**src/rtl/matmul_pkg.sv**
```systemverilog
// Shared types and sizing helpers for the single-MAC matrix multiply sequencer.
package matmul_pkg;

    localparam int MM_DATA_WIDTH  = 16;
    localparam int MM_ACCUM_WIDTH = 2 * MM_DATA_WIDTH;
    localparam int MM_MAX_DIM     = 16;

    typedef enum logic [2:0] {
        ST_IDLE  = 3'd0,
        ST_ISSUE = 3'd1,
        ST_DRAIN = 3'd2,
        ST_FLUSH = 3'd3,
        ST_WRITE = 3'd4,
        ST_DONE  = 3'd5
    } mm_state_t;

    // Dimension inputs must be able to hold MAX_DIM itself, not just MAX_DIM-1.
    function automatic int mm_dim_w(input int max_dim);
        return $clog2(max_dim + 32'sd1);
    endfunction

    function automatic int mm_addr_w(input int max_dim);
        return $clog2(max_dim * max_dim);
    endfunction

endpackage

```
**src/rtl/matmul_addr_gen.sv**
```systemverilog
// i/j/k loop counters with multiplier-free A, B and C address generation.
module matmul_addr_gen
    import matmul_pkg::*;
#(
    parameter int DIM_W  = mm_dim_w(MM_MAX_DIM),
    parameter int ADDR_W = mm_addr_w(MM_MAX_DIM)
) (
    input  logic              i_clk,
    input  logic              i_rst,
    input  logic              i_clear,
    input  logic              i_step_k,
    input  logic              i_step_elem,
    input  logic [DIM_W-1:0]  i_dim_m,
    input  logic [DIM_W-1:0]  i_dim_n,
    input  logic [DIM_W-1:0]  i_dim_k,
    output logic [ADDR_W-1:0] o_a_addr,
    output logic [ADDR_W-1:0] o_b_addr,
    output logic [ADDR_W-1:0] o_c_addr,
    output logic              o_k_first,
    output logic              o_last_k,
    output logic              o_last_elem
);

    logic [DIM_W-1:0]  r_i;
    logic [DIM_W-1:0]  r_j;
    logic [DIM_W-1:0]  r_k;
    logic [ADDR_W-1:0] r_a_base;
    logic [ADDR_W-1:0] r_a_addr;
    logic [ADDR_W-1:0] r_b_addr;
    logic [ADDR_W-1:0] r_c_addr;
    logic              w_last_j;

    assign o_k_first   = (r_k == {DIM_W{1'b0}});
    assign o_last_k    = (r_k == (i_dim_k - DIM_W'(1'b1)));
    assign w_last_j    = (r_j == (i_dim_n - DIM_W'(1'b1)));
    assign o_last_elem = w_last_j && (r_i == (i_dim_m - DIM_W'(1'b1)));

    assign o_a_addr = r_a_addr;
    assign o_b_addr = r_b_addr;
    assign o_c_addr = r_c_addr;

    // Counters and address registers; a_base tracks i*K so each row restart is a copy, not a multiply.
    always_ff @(posedge i_clk) begin
        if (i_rst || i_clear) begin
            r_i      <= {DIM_W{1'b0}};
            r_j      <= {DIM_W{1'b0}};
            r_k      <= {DIM_W{1'b0}};
            r_a_base <= {ADDR_W{1'b0}};
            r_a_addr <= {ADDR_W{1'b0}};
            r_b_addr <= {ADDR_W{1'b0}};
            r_c_addr <= {ADDR_W{1'b0}};
        end else if (i_step_k) begin
            r_k      <= o_last_k ? {DIM_W{1'b0}} : (r_k + DIM_W'(1'b1));
            r_a_addr <= r_a_addr + ADDR_W'(1'b1);
            r_b_addr <= r_b_addr + ADDR_W'(i_dim_n);
        end else if (i_step_elem) begin
            r_c_addr <= r_c_addr + ADDR_W'(1'b1);
            if (w_last_j) begin
                r_j      <= {DIM_W{1'b0}};
                r_i      <= r_i + DIM_W'(1'b1);
                r_a_base <= r_a_base + ADDR_W'(i_dim_k);
                r_a_addr <= r_a_base + ADDR_W'(i_dim_k);
                r_b_addr <= {ADDR_W{1'b0}};
            end else begin
                r_j      <= r_j + DIM_W'(1'b1);
                r_a_addr <= r_a_base;
                r_b_addr <= ADDR_W'(r_j) + ADDR_W'(1'b1);
            end
        end
    end

endmodule

```
**src/rtl/matmul_mac_ctrl.sv**
```systemverilog
// Sequencer computing C = A*B on one external signed 2-stage MAC, one element at a time.
// Optional macro MATMUL_MAC_CTRL_PERF_EN adds busy-cycle and overflow-element counters.
module matmul_mac_ctrl
    import matmul_pkg::*;
#(
    parameter int DATA_WIDTH  = MM_DATA_WIDTH,
    parameter int ACCUM_WIDTH = 2 * DATA_WIDTH,
    parameter int MAX_DIM     = MM_MAX_DIM,
    parameter int DIM_W       = mm_dim_w(MAX_DIM),
    parameter int ADDR_W      = mm_addr_w(MAX_DIM)
) (
    input  logic                          i_clk,
    input  logic                          i_rst,
    input  logic                          i_start,
    input  logic [DIM_W-1:0]              i_cfg_m,
    input  logic [DIM_W-1:0]              i_cfg_n,
    input  logic [DIM_W-1:0]              i_cfg_k,
    output logic                          o_busy,
    output logic                          o_done,
    output logic                          o_cfg_err,
    output logic [ADDR_W-1:0]             o_a_addr,
    output logic [ADDR_W-1:0]             o_b_addr,
    output logic                          o_a_rd,
    output logic                          o_b_rd,
    input  logic signed [DATA_WIDTH-1:0]  i_a_rdata,
    input  logic signed [DATA_WIDTH-1:0]  i_b_rdata,
    output logic                          o_mac_clr,
    output logic                          o_mac_running,
    output logic signed [DATA_WIDTH-1:0]  o_mac_in1,
    output logic signed [DATA_WIDTH-1:0]  o_mac_in2,
    input  logic signed [ACCUM_WIDTH-1:0] i_mac_total,
    input  logic                          i_mac_err,
`ifdef MATMUL_MAC_CTRL_PERF_EN
    output logic [31:0]                   o_perf_cycles,
    output logic [2*DIM_W-1:0]            o_perf_ovf_cnt,
`endif
    output logic                          o_c_wr,
    output logic [ADDR_W-1:0]             o_c_addr,
    output logic signed [ACCUM_WIDTH-1:0] o_c_wdata,
    output logic                          o_c_err,
    output logic                          o_ovf_any
);

    mm_state_t         r_state;
    mm_state_t         w_state_nxt;
    logic [DIM_W-1:0]  r_dim_m;
    logic [DIM_W-1:0]  r_dim_n;
    logic [DIM_W-1:0]  r_dim_k;
    logic              r_d_vld;
    logic              r_d_first;
    logic              r_cfg_err;
    logic              r_ovf_any;
    logic              w_cfg_ok;
    logic              w_accept;
    logic              w_reject;
    logic              w_is_issue;
    logic              w_is_flush;
    logic              w_is_write;
    logic [ADDR_W-1:0] w_a_addr;
    logic [ADDR_W-1:0] w_b_addr;
    logic [ADDR_W-1:0] w_c_addr;
    logic              w_k_first;
    logic              w_last_k;
    logic              w_last_elem;

    assign w_cfg_ok = (i_cfg_m != {DIM_W{1'b0}}) && (i_cfg_m <= DIM_W'(MAX_DIM)) &&
                      (i_cfg_n != {DIM_W{1'b0}}) && (i_cfg_n <= DIM_W'(MAX_DIM)) &&
                      (i_cfg_k != {DIM_W{1'b0}}) && (i_cfg_k <= DIM_W'(MAX_DIM));

    assign w_is_issue = (r_state == ST_ISSUE);
    assign w_is_flush = (r_state == ST_FLUSH);
    assign w_is_write = (r_state == ST_WRITE);

    matmul_addr_gen #(
        .DIM_W  (DIM_W),
        .ADDR_W (ADDR_W)
    ) u_addr_gen (
        .i_clk       (i_clk),
        .i_rst       (i_rst),
        .i_clear     (w_accept),
        .i_step_k    (w_is_issue),
        .i_step_elem (w_is_write),
        .i_dim_m     (r_dim_m),
        .i_dim_n     (r_dim_n),
        .i_dim_k     (r_dim_k),
        .o_a_addr    (w_a_addr),
        .o_b_addr    (w_b_addr),
        .o_c_addr    (w_c_addr),
        .o_k_first   (w_k_first),
        .o_last_k    (w_last_k),
        .o_last_elem (w_last_elem)
    );

    // State register.
    always_ff @(posedge i_clk) begin
        if (i_rst) begin
            r_state <= ST_IDLE;
        end else begin
            r_state <= w_state_nxt;
        end
    end

    // Next-state decode plus start accept/reject strobes.
    always_comb begin
        w_state_nxt = r_state;
        w_accept    = 1'b0;
        w_reject    = 1'b0;
        case (r_state)
            ST_IDLE: begin
                if (i_start && w_cfg_ok) begin
                    w_accept    = 1'b1;
                    w_state_nxt = ST_ISSUE;
                end else if (i_start) begin
                    w_reject    = 1'b1;
                    w_state_nxt = ST_IDLE;
                end else begin
                    w_state_nxt = ST_IDLE;
                end
            end
            ST_ISSUE: begin
                if (w_last_k) begin
                    w_state_nxt = ST_DRAIN;
                end else begin
                    w_state_nxt = ST_ISSUE;
                end
            end
            ST_DRAIN: w_state_nxt = ST_FLUSH;
            ST_FLUSH: w_state_nxt = ST_WRITE;
            ST_WRITE: begin
                if (w_last_elem) begin
                    w_state_nxt = ST_DONE;
                end else begin
                    w_state_nxt = ST_ISSUE;
                end
            end
            ST_DONE:  w_state_nxt = ST_IDLE;
            default:  w_state_nxt = ST_IDLE;
        endcase
    end

    // Latch dimensions only on an accepted start.
    always_ff @(posedge i_clk) begin
        if (i_rst) begin
            r_dim_m <= {DIM_W{1'b0}};
            r_dim_n <= {DIM_W{1'b0}};
            r_dim_k <= {DIM_W{1'b0}};
        end else if (w_accept) begin
            r_dim_m <= i_cfg_m;
            r_dim_n <= i_cfg_n;
            r_dim_k <= i_cfg_k;
        end
    end

    // Operand pipeline flags line up with the one-cycle memory read latency.
    always_ff @(posedge i_clk) begin
        if (i_rst) begin
            r_d_vld   <= 1'b0;
            r_d_first <= 1'b0;
        end else begin
            r_d_vld   <= w_is_issue;
            r_d_first <= w_is_issue && w_k_first;
        end
    end

    // Config-error pulse and job-sticky overflow flag.
    always_ff @(posedge i_clk) begin
        if (i_rst) begin
            r_cfg_err <= 1'b0;
            r_ovf_any <= 1'b0;
        end else begin
            r_cfg_err <= w_reject;
            if (w_accept) begin
                r_ovf_any <= 1'b0;
            end else if (w_is_write && i_mac_err) begin
                r_ovf_any <= 1'b1;
            end
        end
    end

    assign o_busy    = (r_state != ST_IDLE) && (r_state != ST_DONE);
    assign o_done    = (r_state == ST_DONE);
    assign o_cfg_err = r_cfg_err;
    assign o_ovf_any = r_ovf_any;

    assign o_a_rd   = w_is_issue;
    assign o_b_rd   = w_is_issue;
    assign o_a_addr = w_is_issue ? w_a_addr : {ADDR_W{1'b0}};
    assign o_b_addr = w_is_issue ? w_b_addr : {ADDR_W{1'b0}};

    // clr lands on the first product latch, so the previous element's last product is discarded.
    assign o_mac_clr     = r_d_first;
    assign o_mac_running = r_d_vld || w_is_flush;
    assign o_mac_in1     = r_d_vld ? i_a_rdata : {DATA_WIDTH{1'b0}};
    assign o_mac_in2     = r_d_vld ? i_b_rdata : {DATA_WIDTH{1'b0}};

    assign o_c_wr    = w_is_write;
    assign o_c_addr  = w_is_write ? w_c_addr : {ADDR_W{1'b0}};
    assign o_c_wdata = w_is_write ? i_mac_total : {ACCUM_WIDTH{1'b0}};
    assign o_c_err   = w_is_write && i_mac_err;

`ifdef MATMUL_MAC_CTRL_PERF_EN
    logic [31:0]      r_perf_cycles;
    logic [2*DIM_W-1:0] r_perf_ovf_cnt;

    // Busy-cycle and overflowed-element counters, restarted on each accepted job.
    always_ff @(posedge i_clk) begin
        if (i_rst || w_accept) begin
            r_perf_cycles  <= 32'd0;
            r_perf_ovf_cnt <= {(2*DIM_W){1'b0}};
        end else begin
            if (o_busy) begin
                r_perf_cycles <= r_perf_cycles + 32'd1;
            end
            if (w_is_write && i_mac_err) begin
                r_perf_ovf_cnt <= r_perf_ovf_cnt + (2*DIM_W)'(1'b1);
            end
        end
    end

    assign o_perf_cycles  = r_perf_cycles;
    assign o_perf_ovf_cnt = r_perf_ovf_cnt;
`endif

endmodule

```
**config.mk**
```make
export PLATFORM = sky130hd
export DESIGN_NAME = matmul_mac_ctrl
export DESIGN_NICKNAME = d
export VERILOG_FILES = /design/src/rtl/matmul_pkg.sv /design/src/rtl/matmul_addr_gen.sv /design/src/rtl/matmul_mac_ctrl.sv
export SDC_FILE = /design/constraint.sdc
export NUM_CORES = 1
export LEC_CHECK = 0
export ABC_AREA = 1
export BUFFER_PORTS_ARGS = -buffer_cell sky130_fd_sc_hd__buf_4
export CAP_MARGIN = 30
export CORE_ASPECT_RATIO = 0.6
export CORE_MARGIN = 2
export CORE_UTILIZATION = 45
export DETAILED_ROUTE_END_ITERATION = 8
export PLACE_DENSITY = 0.78
export SLEW_MARGIN = 20
export SYNTH_ARGS = -nofsm -noshare
export SYNTH_HDL_FRONTEND = slang
export SYNTH_SLANG_ARGS = --single-unit
export TNS_END_PERCENT = 1
```
**constraint.sdc**
```tcl
create_clock -name i_clk -period 2.45 [get_ports i_clk]
set_input_delay 0.49 -clock i_clk [delete_from_list [all_inputs] [get_ports i_clk]]
set_output_delay 0.49 -clock i_clk [all_outputs]
set_load 0.005 [all_outputs]
```
==> results.toml <==
[status]
status = "complete, no violations"

[layout]
layout.cells.non_filler = 1079
drive_gt1_share_pct = 24.3
final_util_pct = 64.5
diodes = 0
fin_nets = 1045
area_delta_synth_final_pct = 36.8

[sta]
fin_crit_ns = 2.20
fmax_mhz = 455
fin_crit_sh_pct = 89.8
fin_worst_skew_ns = 0.00387
finalSetupViolCount = 0
worst_slew_pin_slew_ns = 0.414
finalSetupTns_ns = 0
hold_viol = 0
timing.slew.headroom_pct = 72.3
slew_viol_final = 0
setup_ws_ns = 0.251
rsz0062_at_grt = "false"

[power_and_ir_drop]
power.switching_uw = 625
pwr-share-clk_pct = 46.0
p_comb_share_pct = 11.7
vdd.ir_drop.worst_v = 0.000309
p_leak_nw = 3.46
seqPwrFrac_pct = 42.3
total_power_mw = 2.73
power.density_cell_area_nw_per_um2 = 421
internal-power_mw = 2.10
swShare_pct = 22.9

[place]
globalplace.congestion = 0.909
numPortBuffers = 180
placedCellCount = 1065
dp_slack_ns = 0.481
place_hpwl_um = 10800

[route]
wl_per_cell_um = 12.7
drt_iter0_markers = 323
drt-pass1-iter-count = 5
viasPerCell = 4.83
drt-total-wl_um = 13700
antenna_left = 0
route.detailed.drc = 0
num_vias = 5213

[job]
maxCapViolations = 0

[worst_setup_path]
startpoint_type = "flip-flop"
crit_start = "r_state[2]"
r2r-start = "r_dim_n[1]"
reg2reg_to = "u_addr_gen.r_a_base[2]"
max_stage_delay_ns = 0.33
critPathKind = "reg2out"
cp_top_family = "buffers and inverters"
cp_slowest_cell = "dfxtp_1"
required_ns = 1.96
crit_path_end = "o_b_addr[5]"
worst_r2r_path_depth = 11
path_buf_inv = 4
path_max_fanout = 15
path_cells = "inv_1 -> nand3_4 -> inv_2 -> nand2_1 -> inv_1 -> buf_4"
cp_common_cell = "inv_1"
path_depth = 6
worstPathArrival_ns = 1.71
end_kind = "primary output"
r2r_slack_ns = 0.45

[yosys]
syn_area_um2 = 4740
ys_seq_area_share_pct = 29.1
yosysUniqueCellTypes = 36
synthCells = 765
synth_area_leaders = "dfxtp_1 (29%), inv_1 (13%), nand2_1 (13%)"
ys.flop_type = "dfxtp_1"
synth-async-reset-ratio_pct = 0
syn_area_per_cell_um2 = 6.20
synth_fp_nets = 869
yosys.area.top_type = "dfxtp_1"
synthTopCellsByCount = "inv_1 (159), nand2_1 (159), nor2_1 (113)"
synth_enable_flop_cells = 0
yosys_warnings = 0
synth_top_area_share_pct = 29.1
ys_ff_latch = 69

[die]
die_w_um = 137
initial_utilization_pct = 47.2
rows = 28
die_y_um = 83.5
coreArea_um2 = 10100
die_area_um2 = 11400
pin_count = 181

[min_path]
hold_class = "in2reg"
whs_path_depth = 2

[global_routing]
grt_overflow = 0
grt_max_degree = 47
grt_usage_pct = 24.4
grt_pass1_vias = 4719
grt_pass1_wl_um = 22400
antenna_found_initial = 0

[clock_tree]
cts_inserted_buffers = 9
cts.clk_slew.worst_paths_ns = 0.05
cts_setup_buffers = 0
cts_resized = 0
clock-root-buffer = "clkbuf_16"
clock_sinks = 69
insertion_delay_ns = 0.34
cts_hold_buf = 0
tritoncts = "yes"
clock_path_buffers = 2
htree_levels = 3
[sequential cells by signal, indices dropped and copies added (netlist names), 3 cells and up]
| register | flops |
|---|---|
| u_addr_gen.r_a_base | 8 |
| r_state | 3 |
| r_dim_m | 5 |
| u_addr_gen.o_b_addr | 8 |
| r_dim_n | 5 |
| u_addr_gen.r_i | 5 |
| u_addr_gen.o_a_addr | 8 |
| u_addr_gen.o_c_addr | 8 |
| u_addr_gen.r_k | 5 |
| r_dim_k | 5 |
| u_addr_gen.r_j | 5 |
[cell families (layout without fill, tap and decap cells)]
family                   after synthesis  count (layout)  synth area share, %
AO/OA/AOI/OAI                         97              97                 10.7
flip-flops                            69              69                 29.1
adder cells (fa/ha/maj)               21              21                 5.86
XOR/XNOR                              28              28                 5.17
AND/OR/NAND/NOR                      361             361                 33.0
buffers and inverters                189             368                 16.1
[power by group through the flow]
| stage | registers (mW) | clock network [mW] | logic (mW) |
|---|---|---|---|
| floorplan | 1.17 | 0 | 0.164 |
| global placement | 1.18 | 0 | 0.312 |
| detailed placement | 1.18 | 0 | 0.317 |
| CTS | 1.15 | 1.27 | 0.320 |
| global route | 1.16 | 1.31 | 0.359 |
| finish | 1.15 | 1.25 | 0.320 |
[stage by stage]
step	instance area [um2]	hold slack (ns)
after floorplan	4740	0.444
after global placement	6200	0.454
after detailed placement	6200	0.461
after CTS	6480	0.367
after global routing	6480	0.378
final	6480	0.371
[how the worst min path moves through the flow]
| stage | startpoint | end |
|---|---|---|
| finish | i_rst | r_d_vld |
| global route | i_rst | r_d_vld |
| CTS | i_rst | r_d_vld |
| detailed placement | u_addr_gen.o_c_addr[7] | u_addr_gen.o_c_addr[7] |
| global placement | u_addr_gen.o_c_addr[7] | u_addr_gen.o_c_addr[7] |
| floorplan | u_addr_gen.o_c_addr[7] | u_addr_gen.o_c_addr[7] |
[layout make-up]
cell class / instances / area [um2]
Clock inverter: 2 / 35.0
Multi-Input combinational cell: 507 / 2600
Timing Repair Buffer: 190 / 1440
Fill cell: 904 / 3570
Inverter: 164 / 616
Sequential cell: 69 / 1380
Clock buffer: 12 / 246
Tap cell: 135 / 169
[metal layers]
| layer | share of wire (%) | routed length, um | vias to the layer above | track usage [%] |
|---|---|---|---|---|
| li1 | - | - | 2692 | - |
| met2 | 43 | 5880 | 195 | 38.9 |
| met1 | 47 | 6470 | 2303 | 32.3 |
| met5 | 0 | 0 | - | 0 |
| met4 | 1.9 | 254 | 0 | 7.20 |
| met3 | 8.0 | 1100 | 23 | 6.38 |
[worst register-to-register path, cell delays in order, from the launching register on]
cell     delay (ns)
dfxtp_1        0.33
inv_1          0.10
ha_1           0.30
inv_1          0.04
nand2_1        0.05
nand2_1        0.08
nor2_4         0.10
nand3_2        0.09
nor2_4         0.34
nand2_1        0.28
nand2_1        0.12
a21oi_1        0.06
[cells in the final DEF (no fill, tap or decap), types with 10 or more instances in the layout]
cell type,count
a21oi_1,53
buf_4,189
dfxtp_1,69
ha_1,19
inv_1,159
nand2_1,158
nand3_1,47
nor2_1,113
nor3_1,12
o21ai_0,32
xnor2_1,10
xor2_1,18
(Power assumes the default switching activity.)
